**config.mk**
```make
export PLATFORM = sky130hd
export DESIGN_NAME = spec_reg_stack_flat
export DESIGN_NICKNAME = d
export VERILOG_FILES = /design/src/rtl/spec_reg_stack_if.sv /design/src/rtl/spec_reg_stack.sv /design/src/flat_wrapper.sv
export SDC_FILE = /design/constraint.sdc
export NUM_CORES = 1
export LEC_CHECK = 0
export CORE_MARGIN = 1
export CORE_UTILIZATION = 45
export CTS_BUF_LIST = sky130_fd_sc_hd__clkbuf_8 sky130_fd_sc_hd__clkbuf_16
export DETAILED_ROUTE_END_ITERATION = 8
export PLACE_DENSITY = 0.77
export SLEW_MARGIN = 20
export SYNTH_ARGS = -nofsm -noshare
export SYNTH_HDL_FRONTEND = slang
export SYNTH_SLANG_ARGS = --single-unit
```
**constraint.sdc**
```tcl
create_clock -name clock -period 2.65 [get_ports clock]
set_input_delay 0.795 -clock clock [delete_from_list [all_inputs] [get_ports clock]]
set_output_delay 0.795 -clock clock [all_outputs]
set_load 0.01 [all_outputs]
```
**src/rtl/spec_reg_stack_if.sv**
```systemverilog
// Bus between the control unit and the special-purpose status register:
// ALU/shifter flag inputs, operation select, and the registered status view.
interface spec_reg_stack_if #(
  parameter int unsigned DEPTH = 4
) ();
  localparam int unsigned LVL_W = $clog2(DEPTH + 1);

  logic             enable;
  logic [3:0]       update_mode;
  logic             alu_negative;
  logic             alu_zero;
  logic             alu_carry;
  logic             alu_overflow;
  logic             bs_negative;
  logic             bs_zero;
  logic             bs_carry;
  logic [4:0]       wr_data;

  logic             negative_flag;
  logic             zero_flag;
  logic             carry_flag;
  logic             overflow_flag;
  logic             mode_flag;
  logic             is_bios;
  logic [LVL_W-1:0] stack_level;
  logic             stack_overflow;
  logic             stack_underflow;

  modport master (
    output enable, update_mode,
    output alu_negative, alu_zero, alu_carry, alu_overflow,
    output bs_negative, bs_zero, bs_carry, wr_data,
    input  negative_flag, zero_flag, carry_flag, overflow_flag, mode_flag,
    input  is_bios, stack_level, stack_overflow, stack_underflow
  );

  modport slave (
    input  enable, update_mode,
    input  alu_negative, alu_zero, alu_carry, alu_overflow,
    input  bs_negative, bs_zero, bs_carry, wr_data,
    output negative_flag, zero_flag, carry_flag, overflow_flag, mode_flag,
    output is_bios, stack_level, stack_overflow, stack_underflow
  );
endinterface

```
**src/rtl/spec_reg_stack.sv**
```systemverilog
// Status register (NZCV, mode, is_bios) with a LIFO save stack for exception
// entry/return, an explicit load path, and sticky stack-error flags.
module spec_reg_stack #(
  parameter int unsigned DEPTH      = 4,
  parameter logic        RESET_MODE = 1'b0
) (
  input logic             clock,
  input logic             reset,
  spec_reg_stack_if.slave bus
);
  localparam int unsigned LVL_W = $clog2(DEPTH + 1);
  localparam int unsigned IDX_W = (DEPTH > 1) ? $clog2(DEPTH) : 1;

  typedef struct packed {
    logic n;
    logic z;
    logic c;
    logic v;
    logic m;
  } nzcvm_t;

  typedef enum logic [3:0] {
    OP_HOLD    = 4'd0,
    OP_BS_NZC  = 4'd1,
    OP_ALU_ALL = 4'd2,
    OP_ALU_NZ  = 4'd3,
    OP_ALU_V   = 4'd4,
    OP_ENTRY   = 4'd5,
    OP_RETURN  = 4'd6,
    OP_BIOSOFF = 4'd7,
    OP_CLEAR   = 4'd8,
    OP_LOAD    = 4'd9
  } op_e;

  nzcvm_t           flags_q, flags_d;
  logic             is_bios_q, is_bios_d;
  logic [LVL_W-1:0] level_q, level_d;
  logic             ovf_q, ovf_d;
  logic             unf_q, unf_d;
  logic             push_en;
  logic [IDX_W-1:0] push_idx;
  logic [IDX_W-1:0] pop_idx;
  nzcvm_t           stack_q [DEPTH];

  logic             full;
  logic             empty;

  assign full     = (level_q == LVL_W'(DEPTH));
  assign empty    = (level_q == '0);
  assign push_idx = IDX_W'(level_q);
  assign pop_idx  = IDX_W'(level_q - LVL_W'(1));

  // Next-state decode: one operation per enabled cycle
  always_comb begin
    flags_d   = flags_q;
    is_bios_d = is_bios_q;
    level_d   = level_q;
    ovf_d     = ovf_q;
    unf_d     = unf_q;
    push_en   = 1'b0;

    if (bus.enable) begin
      case (bus.update_mode)
        OP_BS_NZC: begin
          flags_d.n = bus.bs_negative;
          flags_d.z = bus.bs_zero;
          flags_d.c = bus.bs_carry;
        end
        OP_ALU_ALL: begin
          flags_d.n = bus.alu_negative;
          flags_d.z = bus.alu_zero;
          flags_d.c = bus.alu_carry;
          flags_d.v = bus.alu_overflow;
        end
        OP_ALU_NZ: begin
          flags_d.n = bus.alu_negative;
          flags_d.z = bus.alu_zero;
        end
        OP_ALU_V: begin
          flags_d.v = bus.alu_overflow;
        end
        OP_ENTRY: begin
          // Mode drops to 0 even when the save is lost to overflow
          flags_d.m = 1'b0;
          if (full) begin
            ovf_d = 1'b1;
          end else begin
            push_en = 1'b1;
            level_d = level_q + LVL_W'(1);
          end
        end
        OP_RETURN: begin
          if (empty) begin
            unf_d = 1'b1;
          end else begin
            flags_d = stack_q[pop_idx];
            level_d = level_q - LVL_W'(1);
          end
        end
        OP_BIOSOFF: begin
          is_bios_d = 1'b0;
          flags_d.m = 1'b1;
        end
        OP_CLEAR: begin
          flags_d.n = 1'b0;
          flags_d.z = 1'b0;
          flags_d.c = 1'b0;
          flags_d.v = 1'b0;
        end
        OP_LOAD: begin
          flags_d = nzcvm_t'(bus.wr_data);
        end
        default: begin
        end
      endcase
    end
  end

  // Architectural state; synchronous reset wins over any operation
  always_ff @(posedge clock) begin
    if (reset) begin
      flags_q   <= '{n: 1'b0, z: 1'b0, c: 1'b0, v: 1'b0, m: RESET_MODE};
      is_bios_q <= 1'b1;
      level_q   <= '0;
      ovf_q     <= 1'b0;
      unf_q     <= 1'b0;
    end else begin
      flags_q   <= flags_d;
      is_bios_q <= is_bios_d;
      level_q   <= level_d;
      ovf_q     <= ovf_d;
      unf_q     <= unf_d;
    end
  end

  // Save-stack storage carries no reset; contents above level are don't-care
  always_ff @(posedge clock) begin
    if (push_en && !reset) begin
      stack_q[push_idx] <= flags_q;
    end
  end

  assign bus.negative_flag   = flags_q.n;
  assign bus.zero_flag       = flags_q.z;
  assign bus.carry_flag      = flags_q.c;
  assign bus.overflow_flag   = flags_q.v;
  assign bus.mode_flag       = flags_q.m;
  assign bus.is_bios         = is_bios_q;
  assign bus.stack_level     = level_q;
  assign bus.stack_overflow  = ovf_q;
  assign bus.stack_underflow = unf_q;
endmodule

```
**src/flat_wrapper.sv**
```systemverilog
// flat-port wrapper written by rule: the top's interface ports become plain ports
module spec_reg_stack_flat 
#(
  parameter int unsigned DEPTH      = 4,
  parameter logic        RESET_MODE = 1'b0
)
  (clock, reset, bus_enable, bus_update_mode, bus_alu_negative, bus_alu_zero, bus_alu_carry, bus_alu_overflow, bus_bs_negative, bus_bs_zero, bus_bs_carry, bus_wr_data, bus_negative_flag, bus_zero_flag, bus_carry_flag, bus_overflow_flag, bus_mode_flag, bus_is_bios, bus_stack_level, bus_stack_overflow, bus_stack_underflow);
  spec_reg_stack_if #(.DEPTH(DEPTH)) bus_i ();
  input logic clock;
  input logic reset;
  input wire logic [$bits(bus_i.enable)-1:0] bus_enable;
  input wire logic [$bits(bus_i.update_mode)-1:0] bus_update_mode;
  input wire logic [$bits(bus_i.alu_negative)-1:0] bus_alu_negative;
  input wire logic [$bits(bus_i.alu_zero)-1:0] bus_alu_zero;
  input wire logic [$bits(bus_i.alu_carry)-1:0] bus_alu_carry;
  input wire logic [$bits(bus_i.alu_overflow)-1:0] bus_alu_overflow;
  input wire logic [$bits(bus_i.bs_negative)-1:0] bus_bs_negative;
  input wire logic [$bits(bus_i.bs_zero)-1:0] bus_bs_zero;
  input wire logic [$bits(bus_i.bs_carry)-1:0] bus_bs_carry;
  input wire logic [$bits(bus_i.wr_data)-1:0] bus_wr_data;
  output wire logic [$bits(bus_i.negative_flag)-1:0] bus_negative_flag;
  output wire logic [$bits(bus_i.zero_flag)-1:0] bus_zero_flag;
  output wire logic [$bits(bus_i.carry_flag)-1:0] bus_carry_flag;
  output wire logic [$bits(bus_i.overflow_flag)-1:0] bus_overflow_flag;
  output wire logic [$bits(bus_i.mode_flag)-1:0] bus_mode_flag;
  output wire logic [$bits(bus_i.is_bios)-1:0] bus_is_bios;
  output wire logic [$bits(bus_i.stack_level)-1:0] bus_stack_level;
  output wire logic [$bits(bus_i.stack_overflow)-1:0] bus_stack_overflow;
  output wire logic [$bits(bus_i.stack_underflow)-1:0] bus_stack_underflow;
  assign bus_i.enable = bus_enable;
  assign bus_i.update_mode = bus_update_mode;
  assign bus_i.alu_negative = bus_alu_negative;
  assign bus_i.alu_zero = bus_alu_zero;
  assign bus_i.alu_carry = bus_alu_carry;
  assign bus_i.alu_overflow = bus_alu_overflow;
  assign bus_i.bs_negative = bus_bs_negative;
  assign bus_i.bs_zero = bus_bs_zero;
  assign bus_i.bs_carry = bus_bs_carry;
  assign bus_i.wr_data = bus_wr_data;
  assign bus_negative_flag = bus_i.negative_flag;
  assign bus_zero_flag = bus_i.zero_flag;
  assign bus_carry_flag = bus_i.carry_flag;
  assign bus_overflow_flag = bus_i.overflow_flag;
  assign bus_mode_flag = bus_i.mode_flag;
  assign bus_is_bios = bus_i.is_bios;
  assign bus_stack_level = bus_i.stack_level;
  assign bus_stack_overflow = bus_i.stack_overflow;
  assign bus_stack_underflow = bus_i.stack_underflow;
  spec_reg_stack #(.DEPTH(DEPTH), .RESET_MODE(RESET_MODE)) u_core (.clock(clock), .reset(reset), .bus(bus_i));
endmodule
```
==> key figures, run 1 <==
Detailed routing
  • DR pass1 iterations: 4
  • Final ANT Viol Nets: 0
  • Post-Route WL: 4.092 mm
  • DR vias/cell: 5.882
  • Wire length on met2: 2.108 mm
  • Initial DRC Count: 63
  • Met3 wire length: ~280 µm
  • Post-DR wirelength/cell: 17.87 µm
  • Met1 WL: around 1.7 mm
  • DR vias: 1347
  • Residual DRC: 0
  • DR top layer: met4

Worst setup path
  • Crit end category: flop
  • Buf+Inv Stages, Crit Path: 2
  • CP Cell Sequence: clkdlybuf4s50_1, buf_4, and4b_1, o41ai_1, a21oi_1, a311oi_1
  • CP max stage cell: clkdlybuf4s50_1
  • Delay-heaviest family, CP: compound AO/OA/AOI/OAI gates
  • Setup crit start kind: input pin
  • Slowest cell delay on critical path: 0.55 ns
  • Crit Path Max Fanout: 10
  • Crit path kind: input pin to flop
  • Data arrival, critical path: ~2.7 ns
  • Worst path required time: 2.84 ns

CTS
  • H-tree lvl count: 2
  • CTS tree: done
  • # hold bufs at CTS: 0
  • Num CTS Buffers: 5
  • Total clock sinks: 31
  • Clock tree buffer depth: 2
  • Worst skew pair latency: roughly 0.28 ns
  • CTS Root Cell: clkbuf_8
  • Post_cts resized: 0
  • Clock-pin slew on the worst setup and hold paths: 0.06 ns
  • Setup repair bufs after CTS: 0

Layout
  • Final net count: 206
  • Multi-input logic area: approximately 740 µm²
  • Register area: 820.8 µm²
  • Antenna Cells: 0
  • Design Area, Final: 2142 µm²
  • Core Util, Final: 62.71%
  • Post-Layout Cell Count: 229
  • Layout cell share with drive strength beyond 1: 16.39%
  • Area growth syn-to-layout: 30.89%
  • FILL cells: 284

Logic synthesis
  • Post-Synthesis Cells: about 140
  • Ys Warns: 0
  • Asr flop ratio synth: 0%
  • Post-synth EDFFs: 20
  • Post-synthesis sequential area ratio: 50.15%
  • Synth Register Bits: 31
  • Dominant synthesized flop cell: edfxtp_1
  • Synth area leader: edfxtp_1
  • Mean Syn Cell Area: 11.53 µm²
  • Largest cells by area after synthesis: edfxtp_1 (37%), dfxtp_1 (13%), mux4_2 (6.9%)
  • Unique masters post-synth: 44
  • Share of the synthesized area in the top cell type: between 30% and 40%
  • Cell Area, Synth: 1637 µm²
  • Net Count, Synth: 166

STA
  • # setup viols final: 0
  • Fin Hold WS: roughly 0.47 ns
  • Least-Margin Pin Slew: 0.5780 ns
  • Min setup slack post-route: 0.1905 ns
  • Achievable frequency: 0.4066 GHz
  • Final slew viol count: 0
  • Clock Skew: 0.008224 ns
  • Unrepaired setup endpoints after global routing: false
  • Slew headroom: roughly three fifths
  • Final Cycle Share: roughly 93%
  • Setup_tns: 0 ns
  • Crit path time final: 2.459 ns
  • Fin. Hold Viols: 0

Global routing
  • Via count of the first global-routing pass: 1368
  • Initial antenna violation count: 0
  • Largest net degree at the start of global routing: 15
  • All-Layer GR Usage: between 20% and 30%
  • GRT overflow: 0
  • Global-route wire length before repair: between 6 and 7 mm

Job
  • Max cap viols: 0

Floorplan
  • Die W: ~62 µm
  • Die H: 62.31 µm
  • Die ar.: between 3000 and 4000 µm²
  • Starting Density: 47.91%
  • # rows: 21
  • Core area: ~3400 µm²
  • IO Pins: 30

Place
  • Setup Slack @ Placement: 0.02755 ns
  • Inst Count DP: 221
  • Gpl congestion: a little under 0.9
  • Dpl hpwl: just over 3 mm
  • Placed cell areas: ~2000 µm²
  • IO Port Bufs: 29

Hold path
  • HP Class: flop to flop

Power
  • Leakage power total: 0.7331 nW
  • Power Density: 502.4 nW/µm²
  • Total Power: approximately 1.1 mW
  • Worst IR drop on VDD: 488.3 µV

Status
  • Outcome: finished clean
## worst paths after layout
check,from,endpoint,slack [ns],cells past startpoint
hold / removal,u_core.bus.stack_underflow,u_core.bus.stack_underflow,0.47,2
setup / recovery,bus_update_mode[1],u_core.bus.overflow_flag,0.19,6
setup reg to reg,u_core.bus.stack_level[1],u_core.bus.stack_level[0],0.60,6
hold reg to reg,u_core.bus.stack_underflow,u_core.bus.stack_underflow,0.47,2
## placed cells by master (no fill, tap or decap), types with 4 or more instances in the layout
cell,synthesis,final
a2bb2oi_1,4,4
dfxtp_1,11,11
inv_1,5,5
nor3_1,4,4
mux4_2,5,5
nor2b_1,4,4
o21ai_0,6,6
buf_4,1,15
nand2_1,9,9
ha_1,5,5
clkbuf_8,0,7
edfxtp_1,20,20
and2_1,6,6
a21oi_1,8,8
clkdlybuf4s50_1,0,29
## flip-flops by register name, indices dropped and copies added, names as in the netlist
name                        flops
u_core.stack_q                 20
u_core.bus.stack_level          3
u_core.bus.carry_flag           1
u_core.bus.is_bios              1
u_core.bus.mode_flag            1
u_core.bus.negative_flag        1
u_core.bus.overflow_flag        1
u_core.bus.stack_overflow       1
u_core.bus.stack_underflow      1
u_core.bus.zero_flag            1
## report_power, final
part	total, mW	switching [mW]	leakage, nW	internal [mW]
clock	0.408	0.172	0.0505	0.236
sequential	0.528	0.00918	0.269	0.519
combinational	0.139	0.0642	0.414	0.0753
total	1.08	0.246	0.733	0.830
## cells in the mapped netlist (3+ instances only)
cell type / number
and2_1: 6
mux4_2: 5
nor3_1: 4
nor2b_1: 4
nand2_1: 9
ha_1: 5
a2bb2oi_1: 4
o21ai_0: 6
o21a_1: 3
inv_1: 5
nor2_1: 3
a221oi_1: 3
dfxtp_1: 11
o41ai_1: 3
buf_2: 4
clkbuf_1: 4
a21oi_1: 8
edfxtp_1: 20
## kinds of logic after synthesis
logic type	after synthesis	synth area share [%]
muxes	7	8.104
and+or+nand+nor	41	14.83
buffers and inverters	16	4.740
DFF	31	50.15
AOI/OAI and AO/OA	41	17.81
adders and majority gates	5	3.823
xor gates and xnor gates	1	0.5353
## worst min-delay path: stages, from the launching register on
cell and delay [ns]:
dfxtp_1 0.32, a31oi_1 0.04, nor2_1 0.07
## metal layers
metal | global-route usage (%) | vias to the layer above
met3 | 6.801 | 6
met2 | 40.38 | 55
met1 | 25.12 | 652
met5 | 0 | -
li1 | - | 634
met4 | 6.395 | 0
## layout make-up
type	count	area share [%]
Sequential cell	31	38.32
Multi-Input combinational cell	95	34.46
Timing Repair Buffer	44	18.81
Clock buffer	7	4.498
Clock inverter	1	0.3505
Tap cell	46	2.687
Inverter	5	0.8762
No activity file was read; power rests on OpenSTA's default activity.
==> inputs of run 2 (changes only) <==
Settings changed: CAP_MARGIN from default to 15, MAX_ROUTING_LAYER from default to met4, REMOVE_ABC_BUFFERS from default to 1.
==> run 2 against run 1 <==
Fmax is 0.22% lower. Combinational power hardly changed. Wire length is 5.0% lower. Worst setup slack worse by 0.0054 ns. Critical endpoint is now u_core.stack_q[0][2]. Register-to-register slack better by 0.12 ns. Hold slack worse by 0.0036 ns. Design area is 0.18% lower. Critical path depth stayed put. Flip-flop and latch count stayed put. Sequential share of layout area is 0.067 points higher. Via count is 3.3% lower. Largest cell class unchanged. Clock skew is 0.0021 ns lower.
==> key figures, run 2 (same netlist as run 1, synthesis figures left out) <==
CTS
  • CTS tree: done
  • Post_cts resized: 0 (unchanged)
  • H-tree lvl count: 2 (unchanged)
  • Clock-pin slew on the worst setup and hold paths: 0.06 ns (about the same)
  • Setup repair bufs after CTS: 0 (unchanged)
  • CTS Root Cell: clkbuf_8
  • # hold bufs at CTS: 0 (unchanged)
  • Worst skew pair latency: 0.28 ns (about the same)
  • Num CTS Buffers: 5 (unchanged)
  • Total clock sinks: 31 (unchanged)
  • Clock tree buffer depth: 2 (unchanged)

Layout
  • Area growth syn-to-layout: 30.66%
  • Final net count: 205 (-0.49%)
  • Layout cell share with drive strength beyond 1: 15.38% (-1.0 points)
  • Post-Layout Cell Count: 228 (-0.44%)
  • Max FFs per register: 20 (unchanged)
  • Commonest cells after routing, fill and taps aside: clkdlybuf4s50_1 (29), edfxtp_1 (20), buf_4 (14), dfxtp_1 (11), nand2_1 (9)
  • Core Util, Final: 62.60% (-0.11 points)
  • Commonest non-fill, non-tap cell in the layout: clkdlybuf4s50_1
  • Antenna Cells: 0 (unchanged)
  • Largest Register: u_core.stack_q

STA
  • Crit path time final: 2.465 ns (+0.005433 ns)
  • Unrepaired setup endpoints after global routing: false
  • Clock Skew: 0.006140 ns (-0.002085 ns)
  • Fin. Hold Viols: 0 (unchanged)
  • Final slew viol count: 0 (unchanged)
  • Least-Margin Pin Slew: 0.5812 ns (+0.003167 ns)
  • Achievable frequency: 0.4057 GHz (-0.22%)
  • Final Cycle Share: 93.02% (+0.21 points)
  • # setup viols final: 0 (unchanged)
  • Setup_tns: 0 ns (unchanged)
  • Min setup slack post-route: 0.1851 ns (-0.005433 ns)
  • Slew headroom: 61.17% (+0.21 points)

Floorplan
  • Core area: 3416 µm² (unchanged)
  • Die H: 62.31 µm (unchanged)
  • Starting Density: 47.91% (unchanged)
  • Die ar.: 3882 µm² (unchanged)
  • Die W: 62.31 µm (unchanged)
  • # rows: 21 (unchanged)
  • IO Pins: 30 (unchanged)

Power
  • Sequential power share: 47.4% (-1.7 points)
  • Internal Power: 0.8687 mW (+4.6%)
  • Comb power frac: 12.4% (-0.6 points)
  • Worst IR drop on VDD: 351.9 µV (-28%)
  • Psw: 0.2440 mW (-0.73%)
  • Sw Share: 21.93% (-0.91 points)
  • Power Density: 520.4 nW/µm² (+3.6%)
  • Clock share of power: 40.2% (+2.3 points)
  • Total Power: 1.113 mW (+3.4%)
  • Leakage power total: 0.7339 nW (+0.12%)

Hold path
  • HP Class: flop to flop

Detailed routing
  • DR pass1 iterations: 5 (+1)
  • DR vias/cell: 5.715 (-2.8%)
  • Initial DRC Count: 79 (+25%)
  • Post-Route WL: 3.888 mm (-5.0%)
  • DR vias: 1303 (-3.3%)
  • Post-DR wirelength/cell: 17.05 µm (-4.6%)
  • Residual DRC: 0 (unchanged)
  • Final ANT Viol Nets: 0 (unchanged)

Worst setup path
  • Worst path required time: 2.61 ns (-0.23 ns)
  • Setup crit start kind: input pin
  • Delay-heaviest family, CP: simple AND/OR/NAND/NOR gates
  • Buf+Inv Stages, Crit Path: 2 (unchanged)
  • Crit Path Max Fanout: 8 (-2)
  • CP max stage cell: clkdlybuf4s50_1
  • CP Cell Sequence: clkdlybuf4s50_1, nor2b_1, nand3_1, nor4b_1, buf_4, and2_1
  • Slowest cell delay on critical path: 0.53 ns (-0.02 ns)
  • Data arrival, critical path: 2.43 ns (-0.22 ns)
  • Crit end category: flop
  • Crit path kind: input pin to flop

Global routing
  • Global-route wire length before repair: 6.748 mm (+3.5%)
  • Largest net degree at the start of global routing: 15 (unchanged)
  • All-Layer GR Usage: 23.52% (+1.2 points)
  • Initial antenna violation count: 0 (unchanged)
  • GRT overflow: 0 (unchanged)
  • Via count of the first global-routing pass: 1368 (unchanged)

Place
  • Setup Slack @ Placement: -0.05242 ns (-0.07998 ns)
  • Inst Count DP: 220 (-0.45%)
  • Dpl hpwl: 2.855 mm (-5.8%)
  • IO Port Bufs: 29 (unchanged)
  • Gpl congestion: 0.8939 (+0.88%)

Status
  • Outcome: finished clean

Job
  • Max cap viols: 0 (unchanged)
run 2: layout make-up:
cell class | count | area, µm²
well taps | 46 | 57.56
repair buffers | 43 | 395.4
clock inverters | 3 | 38.79
fillers | 291 | 1277
multi-input cells | 95 | 738.2
flip-flops and latches | 31 | 820.8
inverters | 5 | 18.77
clock buffers | 5 | 68.82
run 2: through the flow:
stage	cell area (µm²)	hold WS, ns
global placement	2031	0.4449
global route	2138	0.4994
CTS	2138	0.4698
detailed placement	2031	0.4606
floorplan	1578	0.4843
finish	2138	0.4626
run 2: power groups by stage:
| stage | combinational (mW) | clock (mW) | sequential [mW] |
|---|---|---|---|
| after CTS | 0.137 | 0.457 | 0.528 |
| after global placement | 0.133 | 0 | 0.538 |
| final | 0.137 | 0.448 | 0.527 |
| after floorplan | 0.0538 | 0 | 0.538 |
| after detailed placement | 0.136 | 0 | 0.538 |
| after global routing | 0.149 | 0.483 | 0.529 |
run 2: final timing paths:
kind | slack [ns] | start | depth (start not counted) | to
worst max-delay path | 0.19 | bus_update_mode[3] | 6 | u_core.stack_q[0][2]
worst min-delay path | 0.46 | u_core.bus.is_bios | 2 | u_core.bus.is_bios
worst max register to register | 0.72 | u_core.bus.stack_level[1] | 6 | u_core.bus.stack_level[2]
worst min register to register | 0.46 | u_core.bus.is_bios | 2 | u_core.bus.is_bios
run 2: tightest hold or removal path, cell delays in order, from the launching register on:
cell and delay [ns]:
dfxtp_1 0.31, o21ai_0 0.06, nand2_1 0.05
run 2: layer usage:
metal,part of all wire [%],track usage (%),vias to the layer above
met3,5.4,6.434,6
met4,1.4,8.140,0
li1,-,-,626
met5,0,-,-
met2,47,37.36,43
met1,46,28.93,628
